$ cat src/rtl/fp_add_pkg.sv
// Shared types and constants for the FP add scheduler.
// Latency: n/a (types only).
// Backpressure: n/a.
package fp_add_pkg;

    typedef logic [31:0] fp32_t;

    typedef enum logic [1:0] {
        IDLE = 2'd0,
        EXEC = 2'd1,
        RESP = 2'd2
    } state_t;

    localparam int              FP_EXP_W    = 8;
    localparam int              FP_MAN_W    = 23;
    localparam logic [30:0]     FP_ZERO_MAG = 31'b0;

endpackage

$ cat src/rtl/fp_add_scheduler_rr_arbiter.sv
// Round-robin arbiter: lowest requester index at or after ptr wins, wrapping at N-1.
// Latency: 0 cycles (purely combinational).
// Backpressure: none; grant follows req/ptr.
module rr_arbiter #(
    parameter int N    = 4,
    parameter int ID_W = (N > 1) ? $clog2(N) : 1
) (
    input  logic [N-1:0]    req,
    input  logic [ID_W-1:0] ptr,
    output logic [N-1:0]    gnt,
    output logic [ID_W-1:0] idx,
    output logic            any
);
    // Scan requesters starting at ptr; first hit wins.
    always_comb begin
        gnt = '0;
        idx = '0;
        any = 1'b0;
        for (int off = 0; off < N; off++) begin
            if (!any && req[(int'(ptr) + off) % N]) begin
                any                          = 1'b1;
                gnt[(int'(ptr) + off) % N]   = 1'b1;
                idx                          = ID_W'((int'(ptr) + off) % N);
            end
        end
    end

endmodule

$ cat src/rtl/fp_adder.sv
// Combinational IEEE-754 single-precision adder, round-to-nearest-even.
// Latency: 0 cycles (purely combinational).
// Backpressure: none; output follows inputs.
module fp_adder (
    input  logic [31:0] a,
    input  logic [31:0] b,
    output logic [31:0] sum
);
    logic        sa, sb, s_big, s_small;
    logic [7:0]  ea, eb, eff_a, eff_b, e_big, e_small, d;
    logic [23:0] ma, mb, m_big, m_small;
    logic [4:0]  dcap, lz, shamt;
    logic [55:0] wide;
    logic [26:0] al_small, big27, n;
    logic [27:0] s;
    logic [9:0]  e_n, e_r;
    logic [24:0] mant_r;
    logic        rnd, lz_found;
    logic        a_nan, b_nan, a_inf, b_inf;

    // Align, add/subtract, normalise and round in one combinational pass.
    always_comb begin
        sa    = a[31];
        sb    = b[31];
        ea    = a[30:23];
        eb    = b[30:23];
        ma    = {|ea, a[22:0]};
        mb    = {|eb, b[22:0]};
        // Denormals share exponent 1 with a zero hidden bit.
        eff_a = (ea == 8'd0) ? 8'd1 : ea;
        eff_b = (eb == 8'd0) ? 8'd1 : eb;
        a_nan = (ea == 8'hFF) && (a[22:0] != 23'd0);
        b_nan = (eb == 8'hFF) && (b[22:0] != 23'd0);
        a_inf = (ea == 8'hFF) && (a[22:0] == 23'd0);
        b_inf = (eb == 8'hFF) && (b[22:0] == 23'd0);

        if ({eff_a, ma} >= {eff_b, mb}) begin
            s_big = sa; e_big = eff_a; m_big = ma;
            s_small = sb; e_small = eff_b; m_small = mb;
        end else begin
            s_big = sb; e_big = eff_b; m_big = mb;
            s_small = sa; e_small = eff_a; m_small = ma;
        end

        d        = e_big - e_small;
        dcap     = (d > 8'd31) ? 5'd31 : d[4:0];
        wide     = {m_small, 32'b0} >> dcap;
        // 24 mantissa bits + guard + round, then a sticky bit for everything below.
        al_small = {wide[55:30], |wide[29:0]};
        big27    = {m_big, 3'b000};

        if (s_big == s_small) s = {1'b0, big27} + {1'b0, al_small};
        else                  s = {1'b0, big27} - {1'b0, al_small};

        lz       = 5'd0;
        lz_found = 1'b0;
        for (int i = 26; i >= 0; i--) begin
            if (!lz_found && s[i]) begin
                lz       = 5'(26 - i);
                lz_found = 1'b1;
            end
        end

        shamt = 5'd0;
        if (s[27]) begin
            n   = {s[27:2], s[1] | s[0]};
            e_n = {2'b0, e_big} + 10'd1;
        end else begin
            // Never normalise below exponent 1; the remainder becomes a denormal.
            if ({3'b0, lz} > (e_big - 8'd1)) shamt = 5'(e_big - 8'd1);
            else                             shamt = lz;
            n   = s[26:0] << shamt;
            e_n = {2'b0, e_big} - {5'b0, shamt};
            if (!n[26]) e_n = 10'd0;
        end

        rnd    = n[2] & (n[1] | n[0] | n[3]);
        mant_r = {1'b0, n[26:3]} + {24'b0, rnd};
        e_r    = e_n;
        if (mant_r[24]) begin
            mant_r = {1'b0, mant_r[24:1]};
            e_r    = e_n + 10'd1;
        end else if ((e_n == 10'd0) && mant_r[23]) begin
            e_r = 10'd1;
        end

        if (a_nan || b_nan || (a_inf && b_inf && (sa != sb))) sum = 32'h7FC0_0000;
        else if (a_inf)                                       sum = a;
        else if (b_inf)                                       sum = b;
        else if (s == 28'd0)                                  sum = {sa & sb, 31'b0};
        else if (e_r >= 10'd255)                              sum = {s_big, 8'hFF, 23'b0};
        else                                                  sum = {s_big, e_r[7:0], mant_r[22:0]};
    end

endmodule

$ cat src/rtl/fp_add_scheduler.sv
// Shares one combinational fp_adder among NUM_REQ requesters (round robin, tagged response).
// Latency: accept at edge t, result registered at t+1, handshake earliest at t+2; one op in flight.
// Backpressure: rsp_ready=0 holds RESP indefinitely; req_ready stays 0 until IDLE. Option: FP_ZERO_BYPASS_EN.
module fp_add_scheduler
    import fp_add_pkg::*;
#(
    parameter int NUM_REQ = 4,
    parameter int ID_W    = $clog2(NUM_REQ)
) (
    input  logic                    clk,
    input  logic                    rst_n,
    input  logic [NUM_REQ-1:0]      req_valid,
    output logic [NUM_REQ-1:0]      req_ready,
    input  logic [NUM_REQ*32-1:0]   req_a,
    input  logic [NUM_REQ*32-1:0]   req_b,
    output logic                    rsp_valid,
    input  logic                    rsp_ready,
    output logic [31:0]             rsp_sum,
    output logic [ID_W-1:0]         rsp_id,
    output logic                    busy
);
    state_t            state_q, state_d;
    logic [ID_W-1:0]   rr_ptr_q, rr_ptr_d;
    fp32_t             a_q, a_d, b_q, b_d, sum_q, sum_d;
    logic [ID_W-1:0]   id_q, id_d;

    logic [NUM_REQ-1:0] gnt;
    logic [ID_W-1:0]    gnt_idx;
    logic               gnt_any;
    fp32_t              add_sum, exec_sum;

    rr_arbiter #(.N(NUM_REQ), .ID_W(ID_W)) u_arb (
        .req (req_valid),
        .ptr (rr_ptr_q),
        .gnt (gnt),
        .idx (gnt_idx),
        .any (gnt_any)
    );

    fp_adder u_add (
        .a   (a_q),
        .b   (b_q),
        .sum (add_sum)
    );

    // Select the value captured in EXEC: adder output, or zero-operand shortcut when enabled.
    always_comb begin
`ifdef FP_ZERO_BYPASS_EN
        if ((a_q[30:0] == FP_ZERO_MAG) && (b_q[30:0] == FP_ZERO_MAG)) exec_sum = {a_q[31] & b_q[31], FP_ZERO_MAG};
        else if (a_q[30:0] == FP_ZERO_MAG)                            exec_sum = b_q;
        else if (b_q[30:0] == FP_ZERO_MAG)                            exec_sum = a_q;
        else                                                          exec_sum = add_sum;
`else
        exec_sum = add_sum;
`endif
    end

    // Next-state and grant logic; only IDLE may accept.
    always_comb begin
        state_d   = state_q;
        rr_ptr_d  = rr_ptr_q;
        a_d       = a_q;
        b_d       = b_q;
        id_d      = id_q;
        sum_d     = sum_q;
        req_ready = '0;
        case (state_q)
            IDLE: begin
                req_ready = gnt;
                if (gnt_any) begin
                    a_d      = req_a[32*gnt_idx +: 32];
                    b_d      = req_b[32*gnt_idx +: 32];
                    id_d     = gnt_idx;
                    rr_ptr_d = (gnt_idx == ID_W'(NUM_REQ - 1)) ? '0 : gnt_idx + ID_W'(1);
                    state_d  = EXEC;
                end
            end
            EXEC: begin
                sum_d   = exec_sum;
                state_d = RESP;
            end
            RESP: begin
                if (rsp_ready) state_d = IDLE;
            end
            default: state_d = IDLE;
        endcase
    end

    // State and datapath registers; reset aborts any operation in flight.
    always_ff @(posedge clk or negedge rst_n) begin
        if (!rst_n) begin
            state_q  <= IDLE;
            rr_ptr_q <= '0;
            a_q      <= '0;
            b_q      <= '0;
            id_q     <= '0;
            sum_q    <= '0;
        end else begin
            state_q  <= state_d;
            rr_ptr_q <= rr_ptr_d;
            a_q      <= a_d;
            b_q      <= b_d;
            id_q     <= id_d;
            sum_q    <= sum_d;
        end
    end

    assign rsp_valid = (state_q == RESP);
    assign rsp_sum   = sum_q;
    assign rsp_id    = id_q;
    assign busy      = (state_q != IDLE);

endmodule

$ cat config.mk
export PLATFORM = sky130hd
export DESIGN_NAME = fp_add_scheduler
export DESIGN_NICKNAME = d
export VERILOG_FILES = /design/src/rtl/fp_add_pkg.sv /design/src/rtl/fp_add_scheduler_rr_arbiter.sv /design/src/rtl/fp_adder.sv /design/src/rtl/fp_add_scheduler.sv
export SDC_FILE = /design/constraint.sdc
export NUM_CORES = 1
export LEC_CHECK = 0
export CORE_ASPECT_RATIO = 0.7
export CORE_MARGIN = 1.5
export CORE_UTILIZATION = 45
export CTS_CLUSTER_DIAMETER = 200
export CTS_CLUSTER_SIZE = 30
export DETAILED_ROUTE_END_ITERATION = 7
export PLACE_DENSITY = 0.69
export SLEW_MARGIN = 20
export SYNTH_ARGS = -nofsm -noshare
export SYNTH_HDL_FRONTEND = slang
export SYNTH_HIERARCHICAL = 1
export SYNTH_SLANG_ARGS = --single-unit
$ cat constraint.sdc
create_clock -name clk -period 39.9 [get_ports clk]
set_input_delay 7.98 -clock clk [delete_from_list [all_inputs] [get_ports clk]]
set_output_delay 7.98 -clock clk [all_outputs]
set_load 0.02 [all_outputs]
Yosys cells after proc, flatten, opt, wreduce, memory -nomap -nowiden
Cells that the tools add are included.

word-level totals
  register bits = 102
  latch bits = 0
  RAM bits = 0
  bits in read-only memories = 0
  input bits = 263
  output and inout port bits = 40
  logic and storage cells = 254
  memories kept = 0

operators by class
  add/sub/neg operators = 12
  $mul = 0
  divide/modulo/power cells = 0
  order comparisons = 12
  eq/ne operators = 9
  shift-type cells = 4
  mux-type cells = 111
  bitwise logic cells = 11
  reduce and logical (&&, ||, !) cells = 89

operators by type and width
  cell                                    count
  variable part select 128 x 8 -> 32 bit  2
  two-way mux 32 bit                      4
  two-way mux 5 bit                       14
  >> shifter 56 x 5 -> 56 bit             1
  two-way mux 4 bit                       13
  two-way mux 24 bit                      2
  zero test 23 bit                        2
  nonzero test 23 bit                     2
  two-way mux 1 bit                       44
  logical AND 1 bit                       40
  two-way mux 10 bit                      4
  greater-or-equal comparator 32 bit      1
  two-way mux 8 bit                       4
  two-way mux 31 bit                      1
  OR reduction 30 bit                     1
  zero test 1 bit                         29
  adder 27 x 27 -> 28 bit                 1
  zero test 28 bit                        1
  two-way mux 28 bit                      1
  subtractor 27 x 27 -> 28 bit            1
  two-way mux 27 bit                      1
  << shifter 27 x 5 -> 27 bit             1
  adder 24 x 1 -> 25 bit                  1
  two-way mux 23 bit                      1
  other kinds (38)                        76

Logic depth before layout (Yosys ltp)
  depth in word-level cells = 108
  gate-level depth with buffers = 82
  depth with buffers taken out = 70

Hierarchy
Netlist, hierarchy kept.

by module, submodules not included
  module            times used  cells an instance  area an instance (sq um)
  fp_adder          1           2000               12953.7
  fp_add_scheduler  1           304                5353.9
  rr_arbiter        1           45                 419.2

Worst setup path after synthesis
No wires, ideal clock.

  path type = in2out
  start = input req_valid[2]
  end = output req_ready[0]
  data arrival time = 9309 ps
  setup slack = 22611 ps
  stages on the path = 6
  buffers on the path = 1
  cell sequence = mux4_2 buf_6 nor4b_4 a22oi_1 o21ai_0 and2_1

between the ends
  word-level cells in the longest chain between the ends = 13

ends and longest elaborated chain
  element                                  RTL line                           RTL
  start, declared                          fp_add_scheduler.sv:12             input logic [NUM_REQ-1:0] req_valid,
  binary-select mux 1 bit (select 2 bit)   fp_add_scheduler_rr_arbiter.sv:20  if (!any && req[(int'(ptr) + off) % N]) begin
  two-way mux 1 bit (not written as such)  fp_add_scheduler_rr_arbiter.sv:20
  two-way mux 1 bit                        fp_add_scheduler_rr_arbiter.sv:20
  zero test 1 bit                          fp_add_scheduler_rr_arbiter.sv:20
  logical AND 1 bit                        fp_add_scheduler_rr_arbiter.sv:20
  two-way mux 1 bit                        fp_add_scheduler_rr_arbiter.sv:20
  zero test 1 bit                          fp_add_scheduler_rr_arbiter.sv:20
  logical AND 1 bit                        fp_add_scheduler_rr_arbiter.sv:20
  two-way mux 1 bit                        fp_add_scheduler_rr_arbiter.sv:20
  zero test 1 bit                          fp_add_scheduler_rr_arbiter.sv:20
  logical AND 1 bit                        fp_add_scheduler_rr_arbiter.sv:20
  two-way mux 4 bit (*)                    fp_add_scheduler_rr_arbiter.sv:20
  net gnt[0]                               fp_add_scheduler.sv:27             logic [NUM_REQ-1:0] gnt;
  two-way mux 4 bit (*)                    fp_add_scheduler.sv:67             case (state_q)
  end, declared                            fp_add_scheduler.sv:13             output logic [NUM_REQ-1:0] req_ready,

The timed path passes the listed nets; every way through them passes the cells marked *. The select of a mux whose other input is x is not followed.

Worst setup path after layout
  start = input req_valid[3]
  end = output req_ready[3]

The elaborated chain is that of the path after synthesis.

==> summary.txt <==
Outcome -> completed
Resize count post-CTS -> 0
Share of flip-flops with an asynchronous set or reset after synthesis -> 100%
Die Wd -> 247 µm
Filler cells -> 3848
Setup crit start kind -> input port
R2r startpoint -> b_q[23]$_DFFE_PN0P_
Critical Path RT -> 31.92 ns
Mean Syn Cell Area -> 7.97 µm²
Worst-Skew Late Latency -> 0.38 ns
Yosys reg bits -> 102
Antenna-violating nets left -> 0
Top_reg_cell synth -> dfrtp_1
Max-slew violations -> 0
Core area -> 41000 µm²
CP dominant cell by count -> clkdlybuf4s50_1
Hpwl dp -> 62.6 mm
Worst Path Arrival -> 10.54 ns
All-Layer GR Usage -> 35.8%
Setup violators final -> 0
CTS Sinks -> 102
Hold path start -> rsp_sum[20]$_DFFE_PN0N_
Highest cell delay on the worst timing path -> 0.66 ns
Max_slew headroom -> 21.8%
Gr ovfl total -> 0
Sequential share of the synthesized area -> 13.6%
FMAX -> 0.0540 GHz
Synth warn -> 6
Gpl congestion -> 1.04
Largest net degree at the start of global routing -> 70
Post-CTS Hold Buffers -> 0
Vias/cell -> 6.80
Commonest non-fill, non-tap cells in the layout -> clkdlybuf4s50_1 (301), nand2_1 (211), nor2_1 (187), a21oi_1 (169), o21ai_0 (126)
Vias after detailed routing -> 21000
Initial core utilization -> 45.6%
CTS tree -> yes
Worst-path maximum fanout -> 13
Final period util -> 46.4%
CTS buffer count -> 9
Skew final -> 0.0232 ns
Top Ports -> 303
Die Ht -> 174 µm
Vias in the first global route -> 19700
Clk slew on worst S/H paths -> 0.07 ns
Worst Setup End Kind -> output port
TNS Setup -> 0 ns
Post-Syn Area -> 18700 µm²
Worst-margin pin slew -> 1.16 ns
Drt drc -> 0
Clock tree buffer depth -> 2
Row count -> 62
First DRT Iteration DRCs -> 2864
Post-Syn Nets -> 2719
Global-route wire length before repair -> 119 mm
Full die area -> 42900 µm²
Crit-path cells -> clkdlybuf4s50_1 -> mux4_2 -> nor4b_4 -> a22oi_1 -> o21ai_0 -> and2_1 -> clkdlybuf4s50_1
Post-CTS Setup Bufs -> 0
Drt total wl -> 78.5 mm
Port bufs -> 302
EDFF count, synth -> 0
CTS root buf -> clkbuf_16
TritonRoute pass-1 iters -> 6
Hold Violations, Final -> 0
Layout cells sized above 1 -> 14.2%
Post-synth cell types -> 126
Fin crit period -> 18.52 ns
Unrepaired setup endpoints after global routing -> no
Initial antenna violation count -> 2
Nets -> 2906
Max Cap Viol -> 0
Critical path's slowest cell -> mux4_2
Register area -> 2550 µm²
Critical path class -> in -> out
Worst hold path class -> reg -> reg
Syn Inst Count -> 2349
Area delta synth->final -> 18.7%
Commonest non-fill, non-tap cell in the layout -> clkdlybuf4s50_1
Htree depth -> 3
Critical path startpoint -> req_valid[3]
Area occupied by multi-input gates -> 15000 µm²
Drt wl/cell -> 25.4 µm
-- sequential cells by signal, indices dropped and copies added, names as in the netlist --
signal	cells
rsp_sum	32
rsp_id	2
a_q	32
state_q	2
rr_ptr_q	2
b_q	32
-- worst max-delay path, delay by kind of cell --
kind	cells	cell delay, ns
AND/OR/NAND/NOR	2	0.60
AO/OA/AOI/OAI	2	0.23
buffers and inverters	2	1.08
multiplexers	1	0.66
-- worst paths after layout --
kind | to | slack, ns | cells past startpoint
hold / removal | rsp_sum[20]$_DFFE_PN0N_ | 0.51 | 1
hold reg to reg | rsp_sum[20]$_DFFE_PN0N_ | 0.51 | 1
setup / recovery | req_ready[3] | 21.38 | 7
min in group asynchronous | rsp_sum[21]$_DFFE_PN0N_ | 7.59 | 1
setup reg to reg | rsp_sum[12]$_DFFE_PN0N_ | 22.13 | 63
max in group asynchronous | a_q[10]$_DFFE_PN0P_ | 31.07 | 2
-- metal layers --
metal	up-vias	part of all wire, %	track usage (%)
met5	-	0	0
met4	0	1.7	7.34
met3	95	12	8.65
met2	1343	42	51.3
met1	10200	45	53.9
li1	9349	-	-
-- final cells by class --
cell class / count / area share, %
multi-input combinational: 1966 / 67.3
timing repair buffer: 339 / 14.8
sequential: 102 / 11.5
tap: 544 / 3.06
inverter: 118 / 1.99
clock buffer: 9 / 1.01
clock inverter: 7 / 0.253
antenna: 1 / 0.0113
-- cell families (layout without fill, tap and decap cells) --
family | Yosys count | after routing | share of synthesized area (%)
AO/OA/AOI/OAI | 719 | 719 | 27.0
adder cells (fa/ha/maj) | 107 | 107 | 7.23
AND/OR/NAND/NOR | 831 | 831 | 23.1
multiplexers | 242 | 242 | 19.1
XOR/XNOR | 67 | 67 | 3.17
buffers and inverters | 281 | 473 | 6.81
other | 0 | 1 | 0
flip-flops | 102 | 102 | 13.6
-- cells in the mapped netlist, drive strengths merged (9+ instances only) --
cell	instances	area [µm²]
inv	116	435
nand2	214	808
o22ai	17	113
xor2	21	184
o31ai	26	224
or3	17	106
a21o	34	255
o311ai	9	96.4
nand2b	22	138
nor3	92	508
mux2i	42	433
and2	25	160
a22oi	16	125
mux4	78	1760
and3	24	150
o2111ai	14	123
a2111oi	17	188
ha	105	1310
xnor2	46	410
nor2b	16	100
a211oi	35	293
o21a	20	150
o21ai	145	733
a21oi	170	855
buf	77	509
a2bb2oi	9	85.1
nor2	193	746
nor4	52	403
a31oi	24	150
clkbuf	86	323
or2	18	113
a221oi	14	165
dfrtp	102	2550
nand3	74	375
nand4	51	359
o21bai	13	97.6
a21boi	11	82.6
a211o	12	105
mux2	122	1380
o211ai	44	330
-- through the flow --
stage | worst slack [ns] | std cells | area, µm² | utilization (%) | hold slack, ns
after floorplan | 22.61 | 2349 | 18700 | - | 0.504
after global placement | 21.45 | 3068 | 21900 | 53.4 | 0.489
after detailed placement | 21.42 | 3068 | 21900 | 53.4 | 0.494
after CTS | 21.42 | 3084 | 22200 | 54.1 | 0.511
after global routing | 20.84 | 3086 | 22200 | 54.1 | 0.522
final | 21.38 | 3086 | 22200 | 54.1 | 0.511
Power is not shown: default switching activity piles up to over one toggle a cycle in this logic, so the estimate is an artifact.
